[config.mk]
export PLATFORM = sky130hd
export DESIGN_NAME = io_port_buffered
export DESIGN_NICKNAME = d
export VERILOG_FILES = /design/src/rtl/io_pkg.sv /design/src/rtl/sync_fifo.sv /design/src/rtl/io_port_buffered.sv
export SDC_FILE = /design/constraint.sdc
export NUM_CORES = 1
export LEC_CHECK = 0
export BUFFER_PORTS_ARGS = -buffer_cell sky130_fd_sc_hd__buf_2
export CAP_MARGIN = 15
export CORE_ASPECT_RATIO = 0.9
export CORE_MARGIN = 3
export CORE_UTILIZATION = 65
export CTS_BUF_LIST = sky130_fd_sc_hd__clkbuf_2
export DETAILED_ROUTE_END_ITERATION = 16
export PLACE_DENSITY = 0.85
export SLEW_MARGIN = 20
export SYNTH_ARGS = -nofsm -noshare
export SYNTH_HDL_FRONTEND = slang
export SYNTH_SLANG_ARGS = --single-unit
[constraint.sdc]
create_clock -name clk -period 5.1 [get_ports clk]
set_input_delay 1.275 -clock clk [delete_from_list [all_inputs] [get_ports clk]]
set_output_delay 1.275 -clock clk [all_outputs]
set_load 0.01 [all_outputs]
[src/rtl/io_pkg.sv]
// Shared definitions for the buffered I/O port:
// register map and bit positions of STATUS and CTRL.
package io_pkg;

   typedef enum logic [1:0] {
      ADDR_DATA   = 2'd0,
      ADDR_STATUS = 2'd1,
      ADDR_CTRL   = 2'd2,
      ADDR_RSVD   = 2'd3
   } addr_e;

   localparam int ST_RX_AVAIL = 0;
   localparam int ST_RX_FULL  = 1;
   localparam int ST_TX_SPACE = 2;
   localparam int ST_TX_EMPTY = 3;
   localparam int ST_RD_UNF   = 4;
   localparam int ST_WR_OVF   = 5;

   localparam int CTRL_IRQ_EN   = 0;
   localparam int CTRL_FLUSH_RX = 1;
   localparam int CTRL_FLUSH_TX = 2;
   localparam int CTRL_CLR      = 3;

endpackage

[src/rtl/sync_fifo.sv]
// Single-clock FIFO with flush, head-of-queue output
// and occupancy count; used for both RX and TX.
module sync_fifo #(
   parameter int WIDTH = 8,
   parameter int DEPTH = 4
) (
   input  logic             clk,
   input  logic             rst_n,
   input  logic             flush,
   input  logic             push,
   input  logic [WIDTH-1:0] din,
   input  logic             pop,
   output logic [WIDTH-1:0] dout,
   output logic             full,
   output logic             empty,
   output logic [$clog2(DEPTH):0] count
);

   localparam int AW = $clog2(DEPTH);
   localparam logic [AW-1:0] P_ONE = 1;
   localparam logic [AW:0]   C_ONE = 1;
   localparam logic [AW:0]   C_MAX = (AW+1)'(DEPTH);

   logic [WIDTH-1:0] r_mem [DEPTH];
   logic [AW-1:0]    r_wptr;
   logic [AW-1:0]    r_rptr;
   logic [AW:0]      r_count;
   logic             w_push;
   logic             w_pop;

   assign empty = (r_count == '0);
   assign full  = (r_count == C_MAX);
   assign count = r_count;
   assign dout  = empty ? '0 : r_mem[r_rptr];

   // A full FIFO still accepts a push when a pop frees the slot
   assign w_pop  = pop & ~empty;
   assign w_push = push & (~full | w_pop);

   // Pointer and count update; flush discards everything
   always_ff @(posedge clk or negedge rst_n) begin
      if (!rst_n) begin
         r_wptr  <= '0;
         r_rptr  <= '0;
         r_count <= '0;
      end else if (flush) begin
         r_wptr  <= '0;
         r_rptr  <= '0;
         r_count <= '0;
      end else begin
         if (w_push)
            r_wptr <= r_wptr + P_ONE;
         if (w_pop)
            r_rptr <= r_rptr + P_ONE;
         if (w_push && !w_pop)
            r_count <= r_count + C_ONE;
         else if (w_pop && !w_push)
            r_count <= r_count - C_ONE;
      end
   end

   // Storage; contents are only visible while count is non-zero
   always_ff @(posedge clk) begin
      if (w_push && !flush)
         r_mem[r_wptr] <= din;
   end

endmodule

[src/rtl/io_port_buffered.sv]
// FIFO-buffered CPU I/O port: register window on the CPU side,
// valid/ready streams on the peripheral side, sticky errors and IRQ.
module io_port_buffered
   import io_pkg::*;
#(
   parameter int WIDTH = 8,
   parameter int DEPTH = 4
) (
   input  logic             clk,
   input  logic             rst_n,
   input  logic             we,
   input  logic             re,
   input  logic [1:0]       addr,
   input  logic [WIDTH-1:0] data_in,
   output logic [WIDTH-1:0] data_out,
   input  logic [WIDTH-1:0] in_data,
   input  logic             in_valid,
   output logic             in_ready,
   output logic [WIDTH-1:0] out_data,
   output logic             out_valid,
   input  logic             out_ready,
   output logic             irq
);

   localparam int CW = $clog2(DEPTH) + 1;

   logic [WIDTH-1:0] w_rx_dout;
   logic             w_rx_full;
   logic             w_rx_empty;
   logic [CW-1:0]    w_rx_count;
   logic             w_tx_full;
   logic             w_tx_empty;
   logic [CW-1:0]    w_tx_count;

   logic w_rd_data;
   logic w_wr_data;
   logic w_wr_ctrl;
   logic w_rx_push;
   logic w_rx_pop;
   logic w_tx_push;
   logic w_tx_pop;
   logic w_flush_rx;
   logic w_flush_tx;
   logic w_clr;
   logic w_unf_set;
   logic w_ovf_set;

   logic r_rd_unf;
   logic r_wr_ovf;
   logic r_irq_en;
   logic r_irq;

   logic [WIDTH-1:0] w_status;

   addr_e w_addr;
   assign w_addr = addr_e'(addr);

   assign w_rd_data = re & (w_addr == ADDR_DATA);
   assign w_wr_data = we & (w_addr == ADDR_DATA);
   assign w_wr_ctrl = we & (w_addr == ADDR_CTRL);

   assign w_rx_push = in_valid & ~w_rx_full;
   assign w_rx_pop  = w_rd_data & ~w_rx_empty;
   assign w_tx_push = w_wr_data;
   assign w_tx_pop  = out_ready & ~w_tx_empty;

   assign w_flush_rx = w_wr_ctrl & data_in[CTRL_FLUSH_RX];
   assign w_flush_tx = w_wr_ctrl & data_in[CTRL_FLUSH_TX];
   assign w_clr      = w_wr_ctrl & data_in[CTRL_CLR];

   assign w_unf_set = w_rd_data & w_rx_empty;
   assign w_ovf_set = w_wr_data & w_tx_full & ~w_tx_pop;

   assign in_ready  = ~w_rx_full;
   assign out_valid = ~w_tx_empty;
   assign irq       = r_irq;

   sync_fifo #(.WIDTH(WIDTH), .DEPTH(DEPTH)) u_rx (
      .clk   (clk),
      .rst_n (rst_n),
      .flush (w_flush_rx),
      .push  (w_rx_push),
      .din   (in_data),
      .pop   (w_rx_pop),
      .dout  (w_rx_dout),
      .full  (w_rx_full),
      .empty (w_rx_empty),
      .count (w_rx_count)
   );

   sync_fifo #(.WIDTH(WIDTH), .DEPTH(DEPTH)) u_tx (
      .clk   (clk),
      .rst_n (rst_n),
      .flush (w_flush_tx),
      .push  (w_tx_push),
      .din   (data_in),
      .pop   (w_tx_pop),
      .dout  (out_data),
      .full  (w_tx_full),
      .empty (w_tx_empty),
      .count (w_tx_count)
   );

   // Sticky error flags; a clear in the same cycle beats a set
   always_ff @(posedge clk or negedge rst_n) begin
      if (!rst_n) begin
         r_rd_unf <= 1'b0;
         r_wr_ovf <= 1'b0;
      end else if (w_clr) begin
         r_rd_unf <= 1'b0;
         r_wr_ovf <= 1'b0;
      end else begin
         if (w_unf_set)
            r_rd_unf <= 1'b1;
         if (w_ovf_set)
            r_wr_ovf <= 1'b1;
      end
   end

   // Interrupt enable held from CTRL writes
   always_ff @(posedge clk or negedge rst_n) begin
      if (!rst_n)
         r_irq_en <= 1'b0;
      else if (w_wr_ctrl)
         r_irq_en <= data_in[CTRL_IRQ_EN];
   end

   // Registered RX-data-available interrupt
   always_ff @(posedge clk or negedge rst_n) begin
      if (!rst_n)
         r_irq <= 1'b0;
      else
         r_irq <= r_irq_en & ~w_rx_empty;
   end

   // STATUS word assembled from FIFO state and sticky flags
   always_comb begin
      w_status              = '0;
      w_status[ST_RX_AVAIL] = (w_rx_count != '0);
      w_status[ST_RX_FULL]  = w_rx_full;
      w_status[ST_TX_SPACE] = ~w_tx_full;
      w_status[ST_TX_EMPTY] = (w_tx_count == '0);
      w_status[ST_RD_UNF]   = r_rd_unf;
      w_status[ST_WR_OVF]   = r_wr_ovf;
   end

   // CPU read mux; idle bus reads as zero
   always_comb begin
      data_out = '0;
      if (re) begin
         unique case (w_addr)
            ADDR_DATA:   data_out = w_rx_dout;
            ADDR_STATUS: data_out = w_status;
            ADDR_CTRL:   data_out[CTRL_IRQ_EN] = r_irq_en;
            default:     data_out = '0;
         endcase
      end
   end

endmodule

==> flow_summary.toml <==
[floorplanning]
die_x_um = 84.42
coreArea_um2 = 5286
initial_utilization = 0.6805
die_area_um2 = 6464
num_io_pins = 43
die-height_um = 76.58
num_rows = 25

[logic_synthesis]
synth.most_common_cell = "edfxtp_1"
synth_cell_types = 37
yosysTopAreaCellShare = 0.5343
ys_ff_latch = 82
seq_area_frac_synth = 0.6595
synth_commonest_cells = "edfxtp_1, dfrtp_1, and2_1"
post_synth.cell_area_avg_um2 = 15.92
ys_top_cells_by_area = "edfxtp_1, dfrtp_1, mux4_2"
syn_inst = 226
synth_edf_count = 64
synth_flop_cell = "edfxtp_1"
syn_nets = 262
syn_area_um2 = 3597
synth.largest_area_cell = "edfxtp_1"
ys_warn_count = 0
synthArstFlopShare = 0.2195

[layout]
fin_nets = 306
antenna_cells = 0
fillCellCount = 327
area_growth_pct = 10.64
layout-drive-gt1-share = 0.2836

[sta]
fin_tns_setup_ns = 0
final_hold_viol_count = 0
fmax_mhz = 257.4
relSlewSlack = 0.5899
min_period_ns = 3.884
final_max_slew_viol_count = 0
period_share = 0.7616
tightest_slew_ns = 0.6151
timing.hold.ws_ns = 0.5609
setup_viol = 0
fin_ws_ns = 1.216
grt_setup_unrepaired = "no"
skew_ns = 0.02355

[clock_tree]
path_clk_slew_ns = 0.20
cts_tree = "yes"
clock_sinks = 82
post-cts-setup-buffers = 0
clkLatencyLatePin_ns = 0.51
htree_levels = 3
post_cts_resized = 0
clk_path_buf_depth = 2
cts_root_buf = "clkbuf_2"
ctsHoldBuffers = 0
cts_buffers = 9

[place]
dp_hpwl_um = 4486
gp_congestion = 0.7798
dp_slack_ns = 1.208
io_buffers = 42

[critical_path]
critical_path_class = "input pin to primary output"
critPathSlowestCell = "or3b_4"
arrival_ns = 2.61
max_stage_delay_ns = 0.41
startpoint_type = "input pin"
cp-end-kind = "primary output"
path_delay_family = "simple AND/OR/NAND/NOR gates"
crit_buf_inv = 2
worstPathRequired_ns = 3.83
crit_fanout = 11
worst_path_most_repeated_cell = "buf_2"
crit_chain = "buf_2, or3b_4, nor2_1, a32o_1, buf_2"

[grt]
antenna_found_initial = 0
grt.total_usage = 0.2174
grt_pass1_vias = 2079
grt_start_max_net_pins = 19
grt_pass1_wl_um = 10160
grt-ovfl-total = 0

[run_status]
status = "finished clean"

[route]
drcViolationCount = 0
drt-pass1-iter-count = 4
wirelength_um = 6382
dr_total_vias = 2021
drt.antenna.violating_nets = 0
wire_per_inst_um = 18.66
drt_iter0_markers = 99
vias_per_cell = 5.909

[job]
maxCapViolCount = 0

[worst_hold_path]
holdCritPathClass = "flip-flop to flip-flop"

[pwr]
leakagePower_nw = 1.519
max-vdd-ir-drop_mv = 0.3044
cellPowerDensity_nw_per_um2 = 489.0
power breakdown:
part | total, W | leakage, nW | internal (W) | switching (W)
clock network | 0.000369 | 0.0840 | 0.000166 | 0.000203
logic | 0.000587 | 0.630 | 0.000303 | 0.000283
registers | 0.000991 | 0.805 | 0.000847 | 0.000143
total | 0.00195 | 1.52 | 0.00132 | 0.000629
worst register-to-register path, stage by stage (launching register included):
cell,delay (ns)
dfrtp_1,0.51
nor4b_2,0.46
nor3_2,0.15
ha_1,0.25
fa_1,0.40
xnor2_1,0.15
or3_1,0.32
a21oi_1,0.14
kinds of logic (layout without fill, tap and decap cells):
logic type                 count (synthesis)  in the layout  share of synthesized area
buffers and inverters                     21             70                    0.02469
adders and majority gates                 12             12                    0.04591
xor gates and xnor gates                   6              6                    0.01461
DFF                                       82             82                     0.6595
muxes                                     19             19                     0.1092
and+or+nand+nor                           58             58                    0.09739
AOI/OAI and AO/OA                         28             28                    0.04870
layout by cell type, fill, tap and decap left out, types with 8 or more instances in the layout:
| cell | n |
|---|---|
| edfxtp_1 | 64 |
| buf_2 | 42 |
| dfrtp_1 | 18 |
| and2_1 | 17 |
| mux4_2 | 16 |
| inv_1 | 12 |
| nor2_1 | 11 |
| clkbuf_2 | 11 |
| a21oi_1 | 10 |
| ha_1 | 10 |
| o21ai_0 | 8 |
worst paths after layout:
check / slack (ns) / from / cells after the start / to
worst max-delay path: 1.22 / addr[0] / 5 / data_out[4]
worst min-delay path: 0.56 / r_irq_en / 1 / irq
worst max register to register: 2.69 / u_tx.count[0] / 7 / u_tx.count[2]
worst min register to register: 0.56 / r_irq_en / 1 / irq
max in group asynchronous: 4.13 / rst_n / 1 / r_wr_ovf
min in group asynchronous: 0.65 / rst_n / 1 / u_tx.count[2]
per-stage QoR:
stage | util | instances | area [um^2] | total power (W)
2_1_floorplan | - | 226 | 3597 | 0.001409
3_3_place_gp | 0.7278 | 326 | 3847 | 0.001569
3_5_place_dp | 0.7278 | 326 | 3847 | 0.001600
4_1_cts | 0.7529 | 342 | 3980 | 0.001968
5_1_grt | 0.7529 | 342 | 3980 | 0.002074
6_report | 0.7529 | 342 | 3980 | 0.001946
layer usage:
layer | global-route usage | up-vias | wire [um]
met4 | 0.08861 | 0 | 92
li1 | - | 940 | -
met1 | 0.2448 | 1003 | 2386
met2 | 0.3730 | 69 | 3449
met3 | 0.08216 | 9 | 454
met5 | 0 | - | 0
registers in the layout, summed over array words and instances, names as in the netlist, 2 cells and up:
name         cells
u_tx.r_wptr      2
u_tx.r_mem      32
u_tx.r_rptr      2
u_rx.count       3
u_tx.count       3
u_rx.r_rptr      2
u_rx.r_mem      32
u_rx.r_wptr      2
area by class of cell:
| type | instances | area (um^2) | area share |
|---|---|---|---|
| clock inverter | 5 | 77.57 | 0.01949 |
| clock buffer | 11 | 55.05 | 0.01383 |
| sequential | 82 | 2372 | 0.5960 |
| multi-input combinational | 123 | 1136 | 0.2854 |
| timing repair buffer | 42 | 210.2 | 0.05281 |
| tap | 67 | 83.83 | 0.02106 |
| inverter | 12 | 45.04 | 0.01132 |
(Power assumes the default switching activity.)
